## src/rtl/quiz_pkg.sv

```systemverilog
// quiz_pkg: shared types for the quiz show host controller.
//   state_t  : host FSM states (CLEAR, ARMED, ANSWER)
//   NONE/PUPIL/HIGH/PROF : winner encoding driven on the winner port
package quiz_pkg;

  typedef enum logic [1:0] {
    CLEAR  = 2'd0,
    ARMED  = 2'd1,
    ANSWER = 2'd2
  } state_t;

  localparam logic [1:0] NONE  = 2'd0;
  localparam logic [1:0] PUPIL = 2'd1;
  localparam logic [1:0] HIGH  = 2'd2;
  localparam logic [1:0] PROF  = 2'd3;

endpackage

```

## src/rtl/quiz_answer_timer.sv

```systemverilog
// quiz_answer_timer: loadable down-counter for the answer window.
//   clk, rst : clock, asynchronous active-high reset
//   load     : start a new window of TIMEOUT_CYCLES cycles
//   run      : window continues past this cycle (decrement)
//   expire   : last cycle of the window is in progress
//   active   : registered, high while a window is running
// Dropping both load and run ends the window immediately, so active
// tracks the controller's ANSWER state exactly.
module quiz_answer_timer #(
  parameter int unsigned TIMEOUT_CYCLES = 1000
) (
  input  logic clk,
  input  logic rst,
  input  logic load,
  input  logic run,
  output logic expire,
  output logic active
);

  localparam int unsigned CW = $clog2(TIMEOUT_CYCLES + 1);

  logic [CW-1:0] cnt;

  always_ff @(posedge clk or posedge rst) begin
    if (rst) begin
      cnt    <= '0;
      active <= 1'b0;
    end else if (load) begin
      cnt    <= CW'(TIMEOUT_CYCLES);
      active <= 1'b1;
    end else if (run) begin
      cnt    <= cnt - CW'(1);
      active <= 1'b1;
    end else begin
      cnt    <= '0;
      active <= 1'b0;
    end
  end

  assign expire = active && (cnt == CW'(1));

endmodule

```

## src/rtl/quiz_host_controller.sv

```systemverilog
// quiz_host_controller: host side of the quiz buzzer system.
// Watches the lockout judge lamps, runs a timed answer window, applies the
// host's correct/wrong judgement to per-group scores and pulses X5 to re-arm.
//   clk, rst        : clock, asynchronous active-high reset
//   Y0, Y1, Y2      : lamps (pupils, high school, professors)
//   ok_btn, bad_btn : host judgement buttons (synchronous, debounced)
//   new_game        : clear all scores and re-arm
//   X5              : clear line to the lockout judge
//   winner          : 0 none, 1 pupils, 2 high school, 3 professors
//   timer_active    : answer window running
//   timeout         : one-cycle pulse on window expiry
//   score0..score2  : saturating group scores
// Build option: define QUIZ_PENALTY_EN to make wrong answers and timeouts
// decrement the winner's score (saturating at 0).
module quiz_host_controller #(
  parameter int unsigned TIMEOUT_CYCLES = 1000,
  parameter int unsigned CLEAR_CYCLES   = 2,
  parameter int unsigned SCORE_W        = 4
) (
  input  logic               clk,
  input  logic               rst,
  input  logic               Y0,
  input  logic               Y1,
  input  logic               Y2,
  input  logic               ok_btn,
  input  logic               bad_btn,
  input  logic               new_game,
  output logic               X5,
  output logic [1:0]         winner,
  output logic               timer_active,
  output logic               timeout,
  output logic [SCORE_W-1:0] score0,
  output logic [SCORE_W-1:0] score1,
  output logic [SCORE_W-1:0] score2
);

  import quiz_pkg::*;

  localparam int unsigned CCW = $clog2(CLEAR_CYCLES + 1);

  state_t         state;
  logic [CCW-1:0] clr_cnt;
  logic           ok_q, bad_q;
  logic           in_ans, ok_e, bad_e, judge_ok, judge_bad;
  logic           win_lamp, drop, expire, leave, run, load, tmo;

  quiz_answer_timer #(.TIMEOUT_CYCLES(TIMEOUT_CYCLES)) u_timer (
    .clk    (clk),
    .rst    (rst),
    .load   (load),
    .run    (run),
    .expire (expire),
    .active (timer_active)
  );

  // Exit priority in ANSWER: new_game > single judgement edge > lamp drop
  // > expiry. Simultaneous ok/bad edges cancel and are not a judgement.
  always_comb begin
    in_ans    = (state == ANSWER);
    ok_e      = ok_btn & ~ok_q;
    bad_e     = bad_btn & ~bad_q;
    judge_ok  = in_ans & ok_e & ~bad_e;
    judge_bad = in_ans & bad_e & ~ok_e;
    case (winner)
      PUPIL:   win_lamp = Y0;
      HIGH:    win_lamp = Y1;
      PROF:    win_lamp = Y2;
      default: win_lamp = 1'b0;
    endcase
    drop  = in_ans & ~win_lamp & ~judge_ok & ~judge_bad;
    tmo   = in_ans & expire & ~new_game & ~judge_ok & ~judge_bad & ~drop;
    leave = in_ans & (new_game | judge_ok | judge_bad | drop | expire);
    run   = in_ans & ~leave;
    load  = (state == ARMED) & (Y0 | Y1 | Y2) & ~new_game;
  end

  always_ff @(posedge clk or posedge rst) begin
    if (rst) begin
      state   <= CLEAR;
      clr_cnt <= '0;
      X5      <= 1'b1;
      winner  <= NONE;
      timeout <= 1'b0;
      ok_q    <= 1'b0;
      bad_q   <= 1'b0;
    end else begin
      timeout <= 1'b0;
      // Edge history is held at 0 outside ANSWER so a button already held
      // on entry counts as an edge in the first ANSWER cycle.
      ok_q    <= in_ans & ok_btn;
      bad_q   <= in_ans & bad_btn;
      if (new_game) begin
        state   <= CLEAR;
        clr_cnt <= '0;
        X5      <= 1'b1;
      end else begin
        case (state)
          CLEAR: begin
            if (clr_cnt == CCW'(CLEAR_CYCLES - 1)) begin
              state   <= ARMED;
              clr_cnt <= '0;
              X5      <= 1'b0;
              winner  <= NONE;
            end else begin
              clr_cnt <= clr_cnt + CCW'(1);
            end
          end
          ARMED: begin
            if (Y0 | Y1 | Y2) begin
              state  <= ANSWER;
              winner <= Y0 ? PUPIL : (Y1 ? HIGH : PROF);
            end
          end
          ANSWER: begin
            if (leave) begin
              state   <= CLEAR;
              clr_cnt <= '0;
              X5      <= 1'b1;
              timeout <= tmo;
            end
          end
          default: state <= CLEAR;
        endcase
      end
    end
  end

  always_ff @(posedge clk or posedge rst) begin
    if (rst) begin
      score0 <= '0;
      score1 <= '0;
      score2 <= '0;
    end else if (new_game) begin
      score0 <= '0;
      score1 <= '0;
      score2 <= '0;
    end else if (judge_ok) begin
      case (winner)
        PUPIL:   if (score0 != '1) score0 <= score0 + 1'b1;
        HIGH:    if (score1 != '1) score1 <= score1 + 1'b1;
        PROF:    if (score2 != '1) score2 <= score2 + 1'b1;
        default: ;
      endcase
`ifdef QUIZ_PENALTY_EN
    end else if (judge_bad | tmo) begin
      case (winner)
        PUPIL:   if (score0 != '0) score0 <= score0 - 1'b1;
        HIGH:    if (score1 != '0) score1 <= score1 - 1'b1;
        PROF:    if (score2 != '0) score2 <= score2 - 1'b1;
        default: ;
      endcase
`endif
    end
  end

endmodule

```

## config.mk

```make
export PLATFORM = sky130hd
export DESIGN_NAME = quiz_host_controller
export DESIGN_NICKNAME = d
export VERILOG_FILES = /design/src/rtl/quiz_pkg.sv /design/src/rtl/quiz_answer_timer.sv /design/src/rtl/quiz_host_controller.sv
export SDC_FILE = /design/constraint.sdc
export NUM_CORES = 1
export LEC_CHECK = 0
export ABC_AREA = 0
export CAP_MARGIN = 30
export CORE_ASPECT_RATIO = 1.1
export CORE_MARGIN = 2
export CORE_UTILIZATION = 40
export CTS_CLUSTER_SIZE = 14
export DETAILED_ROUTE_END_ITERATION = 10
export GPL_TIMING_DRIVEN = 0
export PLACE_DENSITY = 0.66
export SLEW_MARGIN = 15
export SYNTH_ARGS = -nofsm -noshare
export SYNTH_HDL_FRONTEND = slang
export SYNTH_SLANG_ARGS = --single-unit
```

## constraint.sdc

```tcl
create_clock -name clk -period 4.21 [get_ports clk]
set_input_delay 0.842 -clock clk [delete_from_list [all_inputs] [get_ports clk]]
set_output_delay 0.842 -clock clk [all_outputs]
set_load 0.005 [all_outputs]
```

* Word-level counts from Yosys, hierarchy flattened *
Index checks and enable logic that the tools add are counted.

cells by class
  bitwise operators = 36
  reduce and logical (&&, ||, !) cells = 18
  eq/ne operators = 15
  multiplexer cells = 37
  $add $sub $neg = 5

operators by type and width
  kind                                                    number
  two-way mux 4 bit                                       12
  AND 1 bit                                               20
  two-way mux 10 bit                                      2
  two-way mux 2 bit                                       9
  nonzero test 2 bit                                      8
  AND reduction 3 bit                                     5
  adder 4 x 1 -> 4 bit (second input constant)            3
  inequality test 4 bit (second input constant)           3
  == test 10 x 1 -> 1 bit (second input constant)         1
  inverter 1 bit                                          10
  subtractor 10 x 1 -> 10 bit (second input constant)     1
  two-way mux 1 bit                                       9
  one-hot mux 2 bit (2 select lines)                      2
  == test 2 x 1 -> 1 bit (second input constant)          3
  == test 2 bit (second input constant)                   3
  inequality test 3 x 2 -> 1 bit (second input constant)  2
  OR 1 bit                                                6
  one-hot mux 2 bit (3 select lines)                      1
  AND reduction 4 bit                                     1
  inequality test 3 bit (second input constant)           1
  one-hot mux 1 bit (3 select lines)                      1
  nonzero test 3 bit                                      1
  adder 2 x 1 -> 2 bit (second input constant)            1
  logical NOT 2 bit                                       1
  other kinds (5)                                         5

word-level totals
  output and inout port bits = 17
  register bits = 33
  word-level logic and storage cells = 123
  input bits = 8

* Logic depth before layout (Yosys ltp) *
Gate-level depths: netlist (run 1).

  depth in word-level cells = 14
  gate-level depth with buffers = 6
  depth with buffers taken out = 6

* Modules after synthesis *
A second synthesis (run 1) with hierarchy kept.

second synthesis, totals
  cells, all modules = 180
  area total of the unflattened synthesis = 1,779.2 µm²

by module, submodules not included
  module                seq. area each (µm²)  times used  cells an instance  area each (µm²)
  quiz_host_controller  551.8                 1           123                1,212.4
  quiz_answer_timer     275.3                 1           57                 566.8

* Least setup slack after synthesis (run 1) *
Ideal clock, no wire load.

  path kind = input port to flip-flop
  start point = input ok_btn
  end point = register score0[3]
  required time = 4.132 ns
  path buffers = 0
  setup time = 0.078 ns
  data arrival time = 1.819 ns
  cell stages on the path = 4
  setup slack = 2.313 ns
  cells stage by stage = and2b_1 nand3_1 or4_1 a21oi_1

on the way
  word-level cells in the longest chain between the ends = 5

ends and longest elaborated chain
  element                               line                         RTL
  start, declared                       quiz_host_controller.sv:25   input logic ok_btn,
  AND 1 bit                             quiz_host_controller.sv:60   ok_e = ok_btn & ~ok_q;
  AND 1 bit (2 in series)               quiz_host_controller.sv:62   judge_ok = in_ans & ok_e & ~bad_e;
  nonzero test 2 bit (no source line)   n/a
  AND reduction 3 bit (no source line)  n/a
  end signal, assigned                  quiz_host_controller.sv:139  PUPIL: if (score0 != '1) score0 <= score0 + 1'b1;
  end, declared                         quiz_host_controller.sv:32   output logic [SCORE_W-1:0] score0,

Every way passes these cells.
A chain may end at the register's enable or synchronous reset.

* Worst setup path after layout (run 1) *
Same ends and word-level chain as after synthesis.

==> impl_metrics.csv, run 1 <==
group,metric,value,unit
status,status,"complete, no violations",
flow_run,drv_cap,0,
clocking,cts_tree,"done",
clocking,clk_pin_slew,0.07,ns
yosys,synthTopCellsByCount,"32 x dfrtp_1, 16 x o21ai_0, 13 x a21oi_1",
finish,diodes,0,
finish,utilization,0.525,
sta,fmax,443,MHz
routing,vias,1445,
power_and_ir_drop,vdd_drop_max,199,uV
routing,routedWlPerCell,14.4,um
routing,ant_nets,0,
global_routing,grt_max_degree,34,
placed_design,routabilityCongestion,0.752,
routing,firstDrtPassIters,4,
worst_setup_path,start_kind,"input port",
clocking,clock-root-buffer,"clkbuf_8",
placed_design,place_hpwl,2.65,mm
clocking,clk_latency,0.29,ns
worst_setup_path,endpoint_kind,"flop",
die,core_region_area,4050,um^2
worst_setup_path,r2r_cells,4,
die,die_x,66.4,um
yosys,synth_nets,188,
yosys,yosys-top-cells-area,"dfrtp_1 47%, o21ai_0 4.7%, a21oi_1 3.8%",
routing,avgViaCountPerCell,5.60,
power_and_ir_drop,clkPwrFrac,0.388,
clocking,cts_buffers,5,
global_routing,grt_pass1_wl,6.43,mm
clocking,postCtsSetupBuffers,0,
power_and_ir_drop,p_seq_frac,0.437,
power_and_ir_drop,switching_share,0.266,
power_and_ir_drop,combPwrFrac,0.175,
power_and_ir_drop,pwr_density_cell,380,nW/um^2
die,std_cell_rows,24,
yosys,synth-edff-count,0,
yosys,ys_types,44,
die,start_util,0.423,
yosys,synth_top_area_frac,0.467,
sta,timing_hold_violations_final,0,
clocking,cts_max_level,2,
yosys,synth_ff_type,"dfrtp_1",
worst_setup_path,cp.required,4.43,ns
power_and_ir_drop,p_int,592,uW
worst_hold_path,holdPathStages,1,
sta,worstMarginPinSlew,0.681,ns
yosys,yosys_warnings,0,
sta,min_period,2.26,ns
sta,timing.final.crit_share,0.536,
sta,rsz0062_at_grt,"no",
global_routing,grt_util_all_layers,0.178,
power_and_ir_drop,switching_power,215,uW
worst_setup_path,crit_type,"input port to flop",
clocking,clkSinkCount,33,
clocking,cts_hold_buffers,0,
sta,finalSetupViolations,0,
clocking,cts_resized,0,
die,die_y,72.7,um
yosys,yosysSeqAreaShare,0.482,
sta,tns,0,ns
die,pin_count,25,
finish,nFillCells,384,
worst_setup_path,cp_max_fo,8,
routing,wl,3.72,mm
global_routing,grt_pass1_vias,1441,
sta,final-max-slew-violation-count,0,
placed_design,portBuffers,23,
power_and_ir_drop,leakage,0.932,nW
yosys,postSynth.asyncResetShare,1.00,
sta,skew,0.00676,ns
yosys,yosys.area.top_type,"dfrtp_1",
yosys,ys_ff_latch,33,
worst_setup_path,cp.arrival,2.47,ns
global_routing,grt.overflow.total,0,
yosys,synth_most_common_cell,"dfrtp_1",
global_routing,antenna_found_initial,0,
routing,drt_iter0_drc,111,
die,die_area,4830,um^2
routing,drcViolationCount,0,
finish,final_nets,218,
sta,slew-limit-headroom,0.545,
sta,holdWs,0.509,ns
finish,areaGrowthSynthToFinish,24.0,%
yosys,syn_inst,175,
finish,drive_above_1_share,0.102,
worst_hold_path,holdCritPathClass,"flop to flop",
clocking,clock_path_buffers,2,
yosys,syn_area,1720,um^2
yosys,syn_area_per_cell,9.80,um^2
[worst max-delay path, cell delays in order]
cell and delay [ns]:
clkdlybuf4s50_1 0.49, and2b_1 0.19, nand3_1 0.23, or4_1 0.56, a21oi_1 0.16
[path summary, 6_finish.rpt]
kind	startpoint	end	slack, ns
worst max register to register	score0[0]	score0[3]	2.40
worst min-delay path	clr_cnt[1]	clr_cnt[1]	0.51
max in group asynchronous	rst	winner[1]	2.80
worst max-delay path	ok_btn	score0[3]	1.95
min in group asynchronous	rst	score0[1]	0.96
worst min register to register	clr_cnt[1]	clr_cnt[1]	0.51
[registers in the layout (all words and copies together), names as in the netlist]
register,count
bad_q,1
u_timer.active,1
score0,4
score2,4
score1,4
clr_cnt,2
state,2
X5,1
winner,2
u_timer.cnt,10
timeout,1
ok_q,1
[metal layers]
metal,track usage,part of all wire
met5,0,0
met4,0.0748,0.012
met3,0.0525,0.040
met2,0.317,0.51
met1,0.196,0.44
[final cells by class]
cell class | count | area (um^2) | area share
timing repair buffer | 23 | 230 | 0.108
buffer | 7 | 33.8 | 0.0159
clock inverter | 1 | 30.0 | 0.0141
inverter | 9 | 33.8 | 0.0159
clock buffer | 7 | 86.3 | 0.0406
tap | 52 | 65.1 | 0.0306
sequential | 33 | 827 | 0.389
multi-input combinational | 126 | 821 | 0.386
[power by group through the flow]
stage / sequential (mW) / combinational, mW / clock [mW]
after CTS: 0.352 / 0.143 / 0.323
after floorplan: 0.355 / 0.0965 / 0
after global routing: 0.356 / 0.159 / 0.333
after global placement: 0.357 / 0.137 / 0
after detailed placement: 0.358 / 0.142 / 0
final: 0.353 / 0.142 / 0.313
[per-stage QoR]
step	total power, mW	std cells	worst slack [ns]	area [um^2]
floorplan	0.451	175	2.31	1720
global placement	0.495	250	1.70	2010
detailed placement	0.500	250	1.65	2010
CTS	0.818	258	1.97	2130
global route	0.847	258	1.86	2130
finish	0.807	258	1.95	2130
[cell families after synthesis]
logic type      count (synthesis)  share of synthesized area
fa+ha+maj                       5                     0.0365
xor+xnor                        9                     0.0460
simple gates                   67                      0.233
mux                             2                     0.0124
buf+inv                        16                     0.0394
compound gates                 43                      0.151
flops                          33                      0.482
[layout by cell type, fill, tap and decap left out, types with 2 or more instances in the layout]
| cell type | count |
|---|---|
| nor3_1 | 5 |
| buf_2 | 2 |
| nand4_1 | 4 |
| ha_1 | 5 |
| inv_1 | 7 |
| nor2b_1 | 2 |
| inv_2 | 2 |
| nand3_1 | 10 |
| a22o_1 | 2 |
| and2_1 | 3 |
| or4_1 | 5 |
| and2b_1 | 2 |
| dfrtp_1 | 32 |
| nand2_1 | 7 |
| a21oi_1 | 13 |
| nand3b_1 | 2 |
| xor2_1 | 2 |
| clkdlybuf4s50_1 | 23 |
| nor4_1 | 2 |
| o31ai_1 | 5 |
| clkbuf_8 | 6 |
| or3_1 | 3 |
| nand2b_1 | 4 |
| clkbuf_1 | 4 |
| nor2_1 | 11 |
| o21ai_0 | 16 |
| xnor2_1 | 7 |
No activity file was read; power rests on OpenSTA's default activity.
==> run 2: changes to the inputs <==
==> constraint.sdc (replaced) <==
create_clock -name clk -period 2.2 [get_ports clk]
set_input_delay 0.44 -clock clk [delete_from_list [all_inputs] [get_ports clk]]
set_output_delay 0.44 -clock clk [all_outputs]
set_load 0.005 [all_outputs]
==> results of run 2 <==
Same layout as run 1 (identical final DEF). Status: complete, no violations.
Main changes from that run: setup slack after placement 1.65 ns -> 0.0378 ns; setup slack after layout 1.95 ns -> 0.346 ns; register-to-register setup slack 2.40 ns -> 0.39 ns; total power 0.807 mW -> 1.55 mW; worst IR drop on VDD 199 uV -> 380 uV
==> run 3: changes to the inputs <==
--- a/config.mk
+++ b/config.mk
@@ -13,7 +13,7 @@
 export CTS_CLUSTER_SIZE = 14
 export DETAILED_ROUTE_END_ITERATION = 10
 export GPL_TIMING_DRIVEN = 0
-export PLACE_DENSITY = 0.66
+export PLACE_DENSITY = 0.68
 export SLEW_MARGIN = 15
 export SYNTH_ARGS = -nofsm -noshare
 export SYNTH_HDL_FRONTEND = slang
==> constraint.sdc (replaced) <==
create_clock -name clk -period 1.6 [get_ports clk]
set_input_delay 0.32 -clock clk [delete_from_list [all_inputs] [get_ports clk]]
set_output_delay 0.32 -clock clk [all_outputs]
set_load 0.005 [all_outputs]
==> run 3 against run 2 <==
Compared with the run above:
- the run now ends with negative setup slack left
- sequential cell count stayed put
- hold slack lost 0.21 ns
- clock skew increased by 0.00092 ns
- critical path depth did not move
- critical path type is now flop to flop
- register-to-register slack lost 0.45 ns
- combinational power grew 73%
- clock-buffer cell count stayed put
- power grew 36%
==> impl_metrics.csv, run 3 (same netlist as run 1, synthesis figures left out) <==
group,metric,value,unit
status,status,"complete, but fails checks",
status,violations,"negative setup slack",
finish,diodes,0,
power_and_ir_drop,vdd_drop_max,568,uV
placed_design,portBuffers,23,
global_routing,grt_pass1_wl,6.34,mm
worst_setup_path,cp_max_fo,3,
power_and_ir_drop,clkPwrFrac,0.333,
sta,skew,0.00769,ns
die,die_x,66.4,um
finish,largest_reg_flops,10,
die,start_util,0.423,
die,pin_count,25,
die,std_cell_rows,24,
worst_hold_path,holdCritPathClass,"input port to flop",
flow_run,drv_cap,0,
finish,final_cells,280,
sta,fmax,602,MHz
global_routing,grt_pass1_vias,1373,
global_routing,grt.overflow.total,0,
worst_setup_path,slowest_delay,0.46,ns
clocking,cts_tree,"done",
finish,final_cell_mix,"29 x dfrtp_1, 22 x buf_4, 17 x clkdlybuf4s50_1",
power_and_ir_drop,combPwrFrac,0.223,
clocking,clk_latency,0.29,ns
finish,top_register,"u_timer.cnt",
routing,wl_met1,1.83,mm
die,die_y,72.7,um
sta,min_period,1.66,ns
finish,final_common_cell,"dfrtp_1",
power_and_ir_drop,switching_share,0.283,
routing,vias,1491,
worst_setup_path,cp.required,1.75,ns
finish,areaGrowthSynthToFinish,41.8,%
sta,finalSetupViolations,9,
worst_setup_path,cp.arrival,1.82,ns
finish,drive_above_1_share,0.316,
power_and_ir_drop,pwr_density_cell,862,nW/um^2
sta,timing_hold_violations_final,0,
finish,final_nets,240,
power_and_ir_drop,leakage,1.13,nW
worst_setup_path,critical_path.top_delay_family,"simple AND/OR/NAND/NOR gates",
power_and_ir_drop,p_int,1.50,mW
clocking,clkSinkCount,33,
sta,rsz0062_at_grt,"yes",
sta,slew-limit-headroom,0.549,
clocking,clk_pin_slew,0.07,ns
finish,utilization,0.600,
clocking,cts_buffers,5,
power_and_ir_drop,switching_power,594,uW
placed_design,routabilityCongestion,0.759,
power_and_ir_drop,p_seq_frac,0.443,
clocking,cts_max_level,2,
clocking,clock-root-buffer,"clkbuf_8",
routing,avgViaCountPerCell,5.33,
routing,drcViolationCount,0,
die,die_area,4830,um^2
placed_design,place_hpwl,2.45,mm
die,core_region_area,4050,um^2
clocking,clock_path_buffers,2,
worst_setup_path,worstPathCellList,"buf_6 -> or4_4 -> nor4b_4 -> xnor2_1 -> o21ai_0",
worst_setup_path,crit_buf_inv,1,
sta,final-max-slew-violation-count,0,
worst_setup_path,start_kind,"flop",
routing,ant_nets,0,
placed_design,placed_cells,250,
global_routing,grt_max_degree,34,
worst_setup_path,crit_type,"flop to flop",
routing,firstDrtPassIters,4,
placed_design,place_area,2020,um^2
routing,wl_met3,120,um
routing,wl,3.97,mm
global_routing,grt_util_all_layers,0.175,
routing,routedWlPerCell,14.2,um
sta,timing.final.crit_share,1.04,
global_routing,antenna_found_initial,0,
sta,worst_slack,-0.0622,ns
finish,design_area,2430,um^2
worst_setup_path,endpoint_kind,"flop",
routing,wl_met2,1.96,mm
sta,worstMarginPinSlew,0.675,ns
routing,drt_iter0_drc,61,
worst_setup_path,cp_slowest_cell,"or4_4",
routing,top_layer,"met4",
-- run 3: changes by cell type in the layout (fill, tap and decap cells not counted), sizes merged --
cell / previous run / this run
clkdlybuf4s50: 23 / 17
dlygate4sd2: 0 / 1
clkinv: 0 / 1
buf: 3 / 26
bufinv: 1 / 0
dlymetal6s2s: 0 / 4
-- run 3: area by class of cell --
cell class              instances  area, um^2
fillers                       344        1620
multi-input cells             126         943
flip-flops and latches         33         831
repair buffers                 45         405
clock buffers                   7        96.3
well taps                      52        65.1
plain buffers                   7        52.6
inverters                       9        33.8
clock inverters                 1        5.00
-- run 3: worst paths after layout --
check | start | endpoint | slack [ns] | cells after the start
worst max register to register | u_timer.cnt[0] | u_timer.cnt[9] | -0.06 | 5
worst min register to register | u_timer.cnt[0] | u_timer.cnt[0] | 0.50 | 1
worst max-delay path | u_timer.cnt[0] | u_timer.cnt[9] | -0.06 | 5
worst min-delay path | ok_btn | ok_q | 0.30 | 2
max in group asynchronous | rst | u_timer.cnt[4] | 0.67 | 2
min in group asynchronous | rst | score2[0] | 0.45 | 2
-- run 3: stage by stage --
stage	setup WS, ns	TNS [ns]	hold slack [ns]	total power, mW
final	-0.0622	-0.213	0.302	2.10
after global routing	-0.129	-1.32	0.300	2.21
after CTS	-0.0590	-0.191	0.455	2.04
after detailed placement	-0.405	-8.03	0.488	1.32
after global placement	-0.386	-16.02	0.481	1.31
after floorplan	-0.0146	-0.0146	0.448	1.19
-- run 3: what timing repair did --
action                     4_1_cts  5_1_grt
setup endpoints to repair       21       28
setup buffers                   10       11
pin swaps                        9       13
gates resized for setup         18       30
hold endpoints to repair         0        0
cloned                           0        1
hold buffers                     0        0
-- run 3: power groups by stage --
stage                     sequential, mW  combinational, mW  clock (mW)
after global routing               0.934              0.521       0.750
after global placement             0.942              0.370           0
after CTS                          0.929              0.403       0.708
final                              0.930              0.468       0.699
after floorplan                    0.934              0.257           0
after detailed placement           0.943              0.372           0
-- run 3: routing by layer --
metal	up-vias	global-route usage
li1	734	-
met1	729	0.236
met2	21	0.270
met3	7	0.0494
met4	0	0.0658
met5	-	0
